**src/rtl/key_schedule_iter.sv**
```systemverilog
// rtl/key_schedule_iter.sv - iterative AES-128 round key generator with valid/ready output

// sbox4 - applies the AES S-box to each byte of a 32-bit word
module sbox4 (
    input  logic [31:0] din,
    output logic [31:0] dout
);

    // GF(2^8) multiply modulo x^8 + x^4 + x^3 + x + 1
    function automatic logic [7:0] gf_mul(input logic [7:0] a, input logic [7:0] b);
        logic [7:0] p;
        logic [7:0] x;
        p = 8'h00;
        x = a;
        for (int i = 0; i < 8; i++) begin
            if (b[i]) p = p ^ x;
            x = {x[6:0], 1'b0} ^ (x[7] ? 8'h1b : 8'h00);
        end
        return p;
    endfunction

    // S-box: multiplicative inverse as a^254 (0 maps to 0), then the affine map
    function automatic logic [7:0] sub_byte(input logic [7:0] a);
        logic [7:0] sq;
        logic [7:0] inv;
        sq  = a;
        inv = 8'h01;
        for (int i = 0; i < 7; i++) begin
            sq  = gf_mul(sq, sq);
            inv = gf_mul(inv, sq);
        end
        return inv ^ {inv[6:0], inv[7]} ^ {inv[5:0], inv[7:6]}
                   ^ {inv[4:0], inv[7:5]} ^ {inv[3:0], inv[7:4]} ^ 8'h63;
    endfunction

    // Bytewise substitution of the whole word
    always_comb begin
        dout = {sub_byte(din[31:24]), sub_byte(din[23:16]),
                sub_byte(din[15:8]),  sub_byte(din[7:0])};
    end

endmodule

// key_schedule_iter - produces round keys 0..NR one per accepted handshake
module key_schedule_iter #(
    parameter int NR = 10
) (
    input  logic         clk,
    input  logic         rst,
    input  logic         start,
    input  logic [127:0] key_in,
    input  logic         rk_ready,
    output logic         rk_valid,
    output logic [127:0] round_key,
    output logic [3:0]   round_idx,
    output logic         busy,
    output logic         done
);

    typedef enum logic {IDLE = 1'b0, RUN = 1'b1} state_t;

    localparam logic [3:0] LAST_ROUND = 4'(NR);

    state_t       state;
    state_t       state_next;
    logic [7:0]   rcon;
    logic [31:0]  rot_w3;
    logic [31:0]  sub_w3;
    logic [31:0]  t_word;
    logic [31:0]  w0_n;
    logic [31:0]  w1_n;
    logic [31:0]  w2_n;
    logic [31:0]  w3_n;
    logic         accept;
    logic         advance;
    logic         finish;

    // Handshake qualifiers; rk_valid is exactly "in RUN"
    assign accept  = (state == IDLE) && start;
    assign advance = (state == RUN) && rk_ready && (round_idx != LAST_ROUND);
    assign finish  = (state == RUN) && rk_ready && (round_idx == LAST_ROUND);

    // Next-key datapath, purely from the current round_key register
    assign rot_w3 = {round_key[23:0], round_key[31:24]};

    sbox4 u_sbox4 (
        .din  (rot_w3),
        .dout (sub_w3)
    );

    assign t_word = sub_w3 ^ {rcon, 24'h000000};
    assign w0_n   = round_key[127:96] ^ t_word;
    assign w1_n   = round_key[95:64]  ^ w0_n;
    assign w2_n   = round_key[63:32]  ^ w1_n;
    assign w3_n   = round_key[31:0]   ^ w2_n;

    // State register
    always_ff @(posedge clk or posedge rst) begin
        if (rst) state <= IDLE;
        else     state <= state_next;
    end

    // Next-state logic: start only matters in IDLE, final handshake returns to IDLE
    always_comb begin
        state_next = state;
        case (state)
            IDLE:    if (start) state_next = RUN;
            RUN:     if (finish) state_next = IDLE;
            default: state_next = IDLE;
        endcase
    end

    // Status outputs decoded from the state register only
    always_comb begin
        rk_valid = (state == RUN);
        busy     = (state == RUN);
    end

    // Round key, round index, rcon and done pulse registers
    always_ff @(posedge clk or posedge rst) begin
        if (rst) begin
            round_key <= 128'h0;
            round_idx <= 4'd0;
            rcon      <= 8'h01;
            done      <= 1'b0;
        end else begin
            done <= finish;
            if (accept) begin
                round_key <= key_in;
                round_idx <= 4'd0;
                rcon      <= 8'h01;
            end else if (advance) begin
                round_key <= {w0_n, w1_n, w2_n, w3_n};
                round_idx <= round_idx + 4'd1;
                rcon      <= {rcon[6:0], 1'b0} ^ (rcon[7] ? 8'h1b : 8'h00);
            end
        end
    end

endmodule

```
**config.mk**
```make
export PLATFORM = sky130hd
export DESIGN_NAME = key_schedule_iter
export DESIGN_NICKNAME = d
export VERILOG_FILES = /design/src/rtl/key_schedule_iter.sv
export SDC_FILE = /design/constraint.sdc
export NUM_CORES = 2
export LEC_CHECK = 0
export ABC_AREA = 0
export CAP_MARGIN = 30
export CELL_PAD_IN_SITES_DETAIL_PLACEMENT = 0
export CELL_PAD_IN_SITES_GLOBAL_PLACEMENT = 1
export CORE_UTILIZATION = 51
export DETAILED_ROUTE_END_ITERATION = 16
export PLACE_DENSITY_LB_ADDON = 0.1
export SYNTH_ARGS = -nofsm -noshare
export SYNTH_HDL_FRONTEND = slang
export SYNTH_SLANG_ARGS = --single-unit
```
**constraint.sdc**
```tcl
create_clock -name clk -period 45.6 [get_ports clk]
set_clock_uncertainty 0.15 [all_clocks]
set_input_delay 9.12 -clock clk [delete_from_list [all_inputs] [get_ports clk]]
set_output_delay 9.12 -clock clk [all_outputs]
set_load 0.005 [all_outputs]
```
# Word-level counts from Yosys, hierarchy flattened
# Cells that the tools add are included.
# Widths: inputs -> output; s select.
# word_totals
romBits	0
word_cells	1618
inputBits	132
memories	0
ff_bits	142
ram_bits	0
latchBits	0
# op_classes
div_mod_pow	0
n_shift	0
order_cmp	0
muxes	822
multipliers	0
eq_ne	2
add_sub_neg	1
reduce_logical	5
bitwise	783
# ops
op	count
$xor 8x8->8	744
$mux 8	422
$mux 5	369
$mux 128	2
$xor 32x32->32	5
$mux 7	4
$not 1->1 const A	28
$mux 4	6
$mux 6	4
$not 4->4	4
$mux 3	4
$mux 2	4
$xor 8x5->8	1
$mux 1	6
$add 4x1->4 const B	1
$eq 4x4->1 const B	1
$logic_and 1x1->1	4
$ne 4x4->1 const B	1
$pmux 1 s2	1
$reduce_bool 2->1	1
$not 1->1	1

# Longest topological paths before layout
# logic_depth
depth_word	139
mapped_depth	67
depth_no_buf	56

# Hierarchy
# A second synthesis with hierarchy kept.
# unflattened
hier_cells	8641
area_unflattened_um2	65266.3
# modules_own_cells
module	cells_each	seq_area_each_um2	area_each_um2	n_inst
sbox4	7927	0.0	57337.5	1
key_schedule_iter	714	3554.7	7928.9	1

# Least setup slack after synthesis
# OpenSTA, ideal clock, no wires.
# synth_path
path_type	register -> register
startpoint	register round_key[23]
endpoint	register round_key[58]
t_required_ns	45.324
slack_ns	30.278
arrival_time_ns	15.046
setup_time_ns	0.126
path_stages_with_launch	62
cell_sequence	dfrtp_1 ha_1 xor2_1 mux2i_1 xnor2_1 inv_1 ha_1 buf_1 nand2_1 xor2_1 xnor2_1 clkinv_1 buf_2 ha_1 clkbuf_1 nand2_1 xor2_1 xnor2_1 (+26 left out) clkbuf_1 a21oi_1 a21oi_1 o311a_1 a31o_2 xnor2_1 a211oi_1 or3_1 clkbuf_1 a21oi_1 xnor3_1 clkbuf_1 xnor2_2 xnor2_2 xnor2_1 nand2_1 nand2_1 a221o_1
# synth_via
elab_chain_len	134
elab_cells_between_ends	391
cone_classes	mux (201); bitwise (190)
# synth_lines
item	line_no	text
from (decl)	54	output logic [127:0] round_key,
from (signal assigned)	129	round_key <= key_in;
from (signal assigned)	133	round_key <= {w0_n, w1_n, w2_n, w3_n};
$mux 5 / $mux 8 (equally long branches)	17, 16	
$xor 8x8->8, on equally long branches	17, 16	
$xor 8x8->8 / $mux 8 (equally long branches)	16	if (b[i]) p = p ^ x;
$mux 8 / $xor 8x8->8 (equally long branches)	16	
$xor 8x8->8 / $mux 8 (equally long branches)	16	
$mux 8 / $xor 8x8->8 (equally long branches)	16	
$xor 8x8->8 / $mux 8 (equally long branches)	16	
$mux 8 / $xor 8x8->8 (equally long branches)	16	
(+118 left out)	n/a	
$xor 8x8->8	33	^ {inv[4:0], inv[7:5]} ^ {inv[3:0], inv[7:4]} ^ 8'h63;
$xor 8x8->8 *	33	
$xor 32x32->32 *	91	assign t_word = sub_w3 ^ {rcon, 24'h000000};
$xor 32x32->32 *	92	assign w0_n = round_key[127:96] ^ t_word;
$xor 32x32->32 *	93	assign w1_n = round_key[95:64] ^ w0_n;
$xor 32x32->32 *	94	assign w2_n = round_key[63:32] ^ w1_n;
$mux 128 *	132	end else if (advance) begin
$mux 128 *	128	if (accept) begin
# Every way passes the cells marked *; elsewhere a longest branch is shown, timed or not. The select of a mux whose other input is x is not followed.
# A chain may end at the register's enable or synchronous reset.

# Final worst setup path
# layout_path
startpoint	register round_key[7]
endpoint	register round_key[41]
# layout_via
elab_chain_len	135
elab_cells_between_ends	392
cone_classes	mux (201); bitwise (191)
# layout_lines
item	line_no
$mux 5 / $mux 8 (equally long branches)	17, 16
$xor 8x8->8, on equally long branches	17, 16
$xor 8x8->8 / $mux 8 (equally long branches)	16
$mux 8 / $xor 8x8->8 (equally long branches)	16
$xor 8x8->8 / $mux 8 (equally long branches)	16
$mux 8 / $xor 8x8->8 (equally long branches)	16
$xor 8x8->8 / $mux 8 (equally long branches)	16
$mux 8 / $xor 8x8->8 (equally long branches)	16
(+119 left out)	n/a
$xor 8x8->8 *	33
$not 4->4 (no line) *	n/a
$xor 32x32->32 *	91
$xor 32x32->32 *	92
$xor 32x32->32 *	93
$xor 32x32->32 *	94
$mux 128 *	132
$mux 128 *	128
# Marked as above.

==> run metrics <==
status=finished, final reports clean; Hold WC Path Type=reg2reg; Hold Buf Count CTS=0; Via density=6.005; post-CTS sizing=0; fillcell total=roughly 11,000; area delta synth->final=8.921%; fin nets=between 8,000 and 9,000; RSZ-0062 raised after global routing=false; Req. time, crit path=between 40 and 50 ns; Final Critical Period=just under 20 ns; Reg2Reg Depth=55; Clk pin slew, worst setup/hold paths=roughly 0.08 ns; initial antenna violation count=13; die width=approximately 350 um; Final Cycle Share=0.4305; Die Area=around 120,000 um2; Slew Limit Headroom=0.2698; WL per Instance=~21 um; post-synth top area share=0.2364; Buffers on Ports=between 200 and 300; clock root cell=clkbuf_16; Avg Cell Area, Syn=roughly 7.6 um2; Synth area leader=xnor2_1; type of the worst setup path=reg2reg; R2R setup slack=25.97 ns; vias in the first global route=between 50,000 and 60,000; CP Max Fanout=21; initial core utilization=0.5147; Initial DRC Count=5,941; reg-to-reg endpoint=round_key[41]$_DFFE_PP0P_; slowest CP cell=xnor3_1; commonest non-fill, non-tap cells in the layout=xnor2_1, nand2_1, nor2_1; Vert. Die Dim=about 350 um; Placer Congestion=just over 0.9; commonest non-fill, non-tap cell in the layout=xnor2_1; first-pass GRT wire length=roughly 320 mm; Fmax=between 50 and 60 MHz; Max clock buf depth=2; post-synthesis async set-or-reset flop share=1.000; Worst path most repeated cell=xnor2_1; placeable core area=approximately 120,000 um2; RR Startpoint=round_key[7]$_DFFE_PP0P_; syn nets=~8,300; CP max stage delay=about 1.1 ns; largest net degree at the start of global routing=between 70 and 80; Min-Delay Path Depth=2; EDFF count, synth=0; GR Util All Layers=0.3278; Least-Margin Pin Slew=1.088 ns; crit start category=flip-flop; register area share after synthesis=0.05749; drt total wl=207.4 mm; Hold Path End=rcon[7]$_DFFE_PP0P_; worst hold start=rcon[6]$_DFFE_PP0P_; layout cells sized above 1=0.07334; grt total ovfl=0; maxcap violations=0; Setup TNS=0 ns; Yosys cell types=116; dominant synthesized flop cell=dfrtp_1; top cells by area, synth=xnor2_1, xnor3_1, xor2_1; Setup Fix Bufs, Post-CTS=0; Final Max Tran Viols=0; Crit. End Element=flip-flop; DRC violations left=0; total CTS buffers=17; standard-cell rows=between 100 and 150; Finish-stage setup viols=0; Final Hold Fails=0; vias=roughly 59,000; TritonCTS clock tree=built; CTS H-tree lvls=4; Synth Cell Area=61,830 um2; clk_lat worst skew=about 0.50 ns; synth warn=0; Mapped Cells=approximately 8,100; Ports=between 200 and 300; WP data arrival=19.90 ns; dpl hpwl=roughly 150 mm; Final ANT Viol Nets=0; register bit total from synthesis=~140; CTS Sinks=~140; first-pass iteration count of the detailed router=6
## through the flow
step           hold WS, ns  worst slack, ns  cell area (um2)  std cells    util
5_1_grt             0.4080            24.81            67340       9795  0.5605
3_3_place_gp        0.3479            26.14            66560       9743  0.5541
3_5_place_dp        0.3615            26.21            66670       9756  0.5550
4_1_cts             0.3703            26.13            67290       9788  0.5601
2_1_floorplan       0.3303            30.28            61830       8142       -
6_report            0.3680            25.97            67340       9797  0.5606
## critical path, delay by kind of cell (launching register included)
family / cells / cell delay, ns
AOI/OAI and AO/OA: 5 / 1.09
xor gates and xnor gates: 33 / 12.85
adders and majority gates: 2 / 1.10
buffers and inverters: 3 / 0.70
DFF: 1 / 0.84
muxes: 3 / 0.80
and+or+nand+nor: 9 / 1.97
## cell type report
cell class / count / area, um2 / area share
repair buffers: 544 / 4765 / 0.07075
clock buffers: 17 / 425.4 / 0.006317
clock inverters: 15 / 195.2 / 0.002898
flip-flops and latches: 142 / 3555 / 0.05279
diodes: 4 / 10.01 / 0.0001486
inverters: 86 / 330.3 / 0.004905
multi-input cells: 7377 / 56050 / 0.8322
well taps: 1612 / 2017 / 0.02995
## flip-flops by register name, summed over array words and instances, names as in the netlist
name,cells
done,1
round_key,128
round_idx,4
rcon,8
busy,1
## synthesized netlist by cell type, drive strengths merged, types with 35 or more instances
| library cell | n |
|---|---|
| o21ai | 415 |
| xnor2 | 1745 |
| a211oi | 76 |
| a22oi | 99 |
| nor2b | 52 |
| o211ai | 64 |
| nand2b | 60 |
| xor2 | 520 |
| and3 | 38 |
| a21oi | 438 |
| o22ai | 89 |
| nand3 | 154 |
| xor3 | 40 |
| clkbuf | 331 |
| buf | 206 |
| mux2 | 37 |
| and2 | 50 |
| a31oi | 67 |
| dfrtp | 141 |
| inv | 75 |
| nor2 | 1035 |
| a221o | 44 |
| o221ai | 35 |
| nor3 | 187 |
| nand2 | 1041 |
| mux2i | 185 |
| xnor3 | 370 |
## routing by layer
metal	vias to the layer above	part of all wire	global-route usage
li1	28010	-	-
met5	-	0.00046	0
met4	16	0.021	0.07456
met3	240	0.084	0.05222
met2	2281	0.44	0.5091
met1	28290	0.45	0.4727
## worst max path at each step
stage,from,to,slack (ns),cells after the start
after floorplan,round_key[23]$_DFFE_PP0P_,round_key[58]$_DFFE_PP0P_,30.28,61
after global placement,round_key[31]$_DFFE_PP0P_,round_key[37]$_DFFE_PP0P_,26.14,54
after detailed placement,round_key[7]$_DFFE_PP0P_,round_key[13]$_DFFE_PP0P_,26.21,53
after CTS,round_key[7]$_DFFE_PP0P_,round_key[13]$_DFFE_PP0P_,26.13,53
after global routing,round_key[31]$_DFFE_PP0P_,round_key[37]$_DFFE_PP0P_,24.81,53
final,round_key[7]$_DFFE_PP0P_,round_key[41]$_DFFE_PP0P_,25.97,55
## cells by family (layout without fill, tap and decap cells)
| kind of cell | after synthesis | after routing | synth area share |
|---|---|---|---|
| buffers and inverters | 623 | 662 | 0.04228 |
| AND/OR/NAND/NOR | 2766 | 2766 | 0.1915 |
| flip-flops | 142 | 142 | 0.05749 |
| multiplexers | 223 | 223 | 0.03705 |
| XOR/XNOR | 2675 | 2675 | 0.4882 |
| adder cells (fa/ha/maj) | 26 | 26 | 0.005059 |
| AO/OA/AOI/OAI | 1687 | 1687 | 0.1784 |
| other | 0 | 4 | 0 |
Power is not shown: default switching activity piles up to over one toggle a cycle in this logic, so the estimate is an artifact.
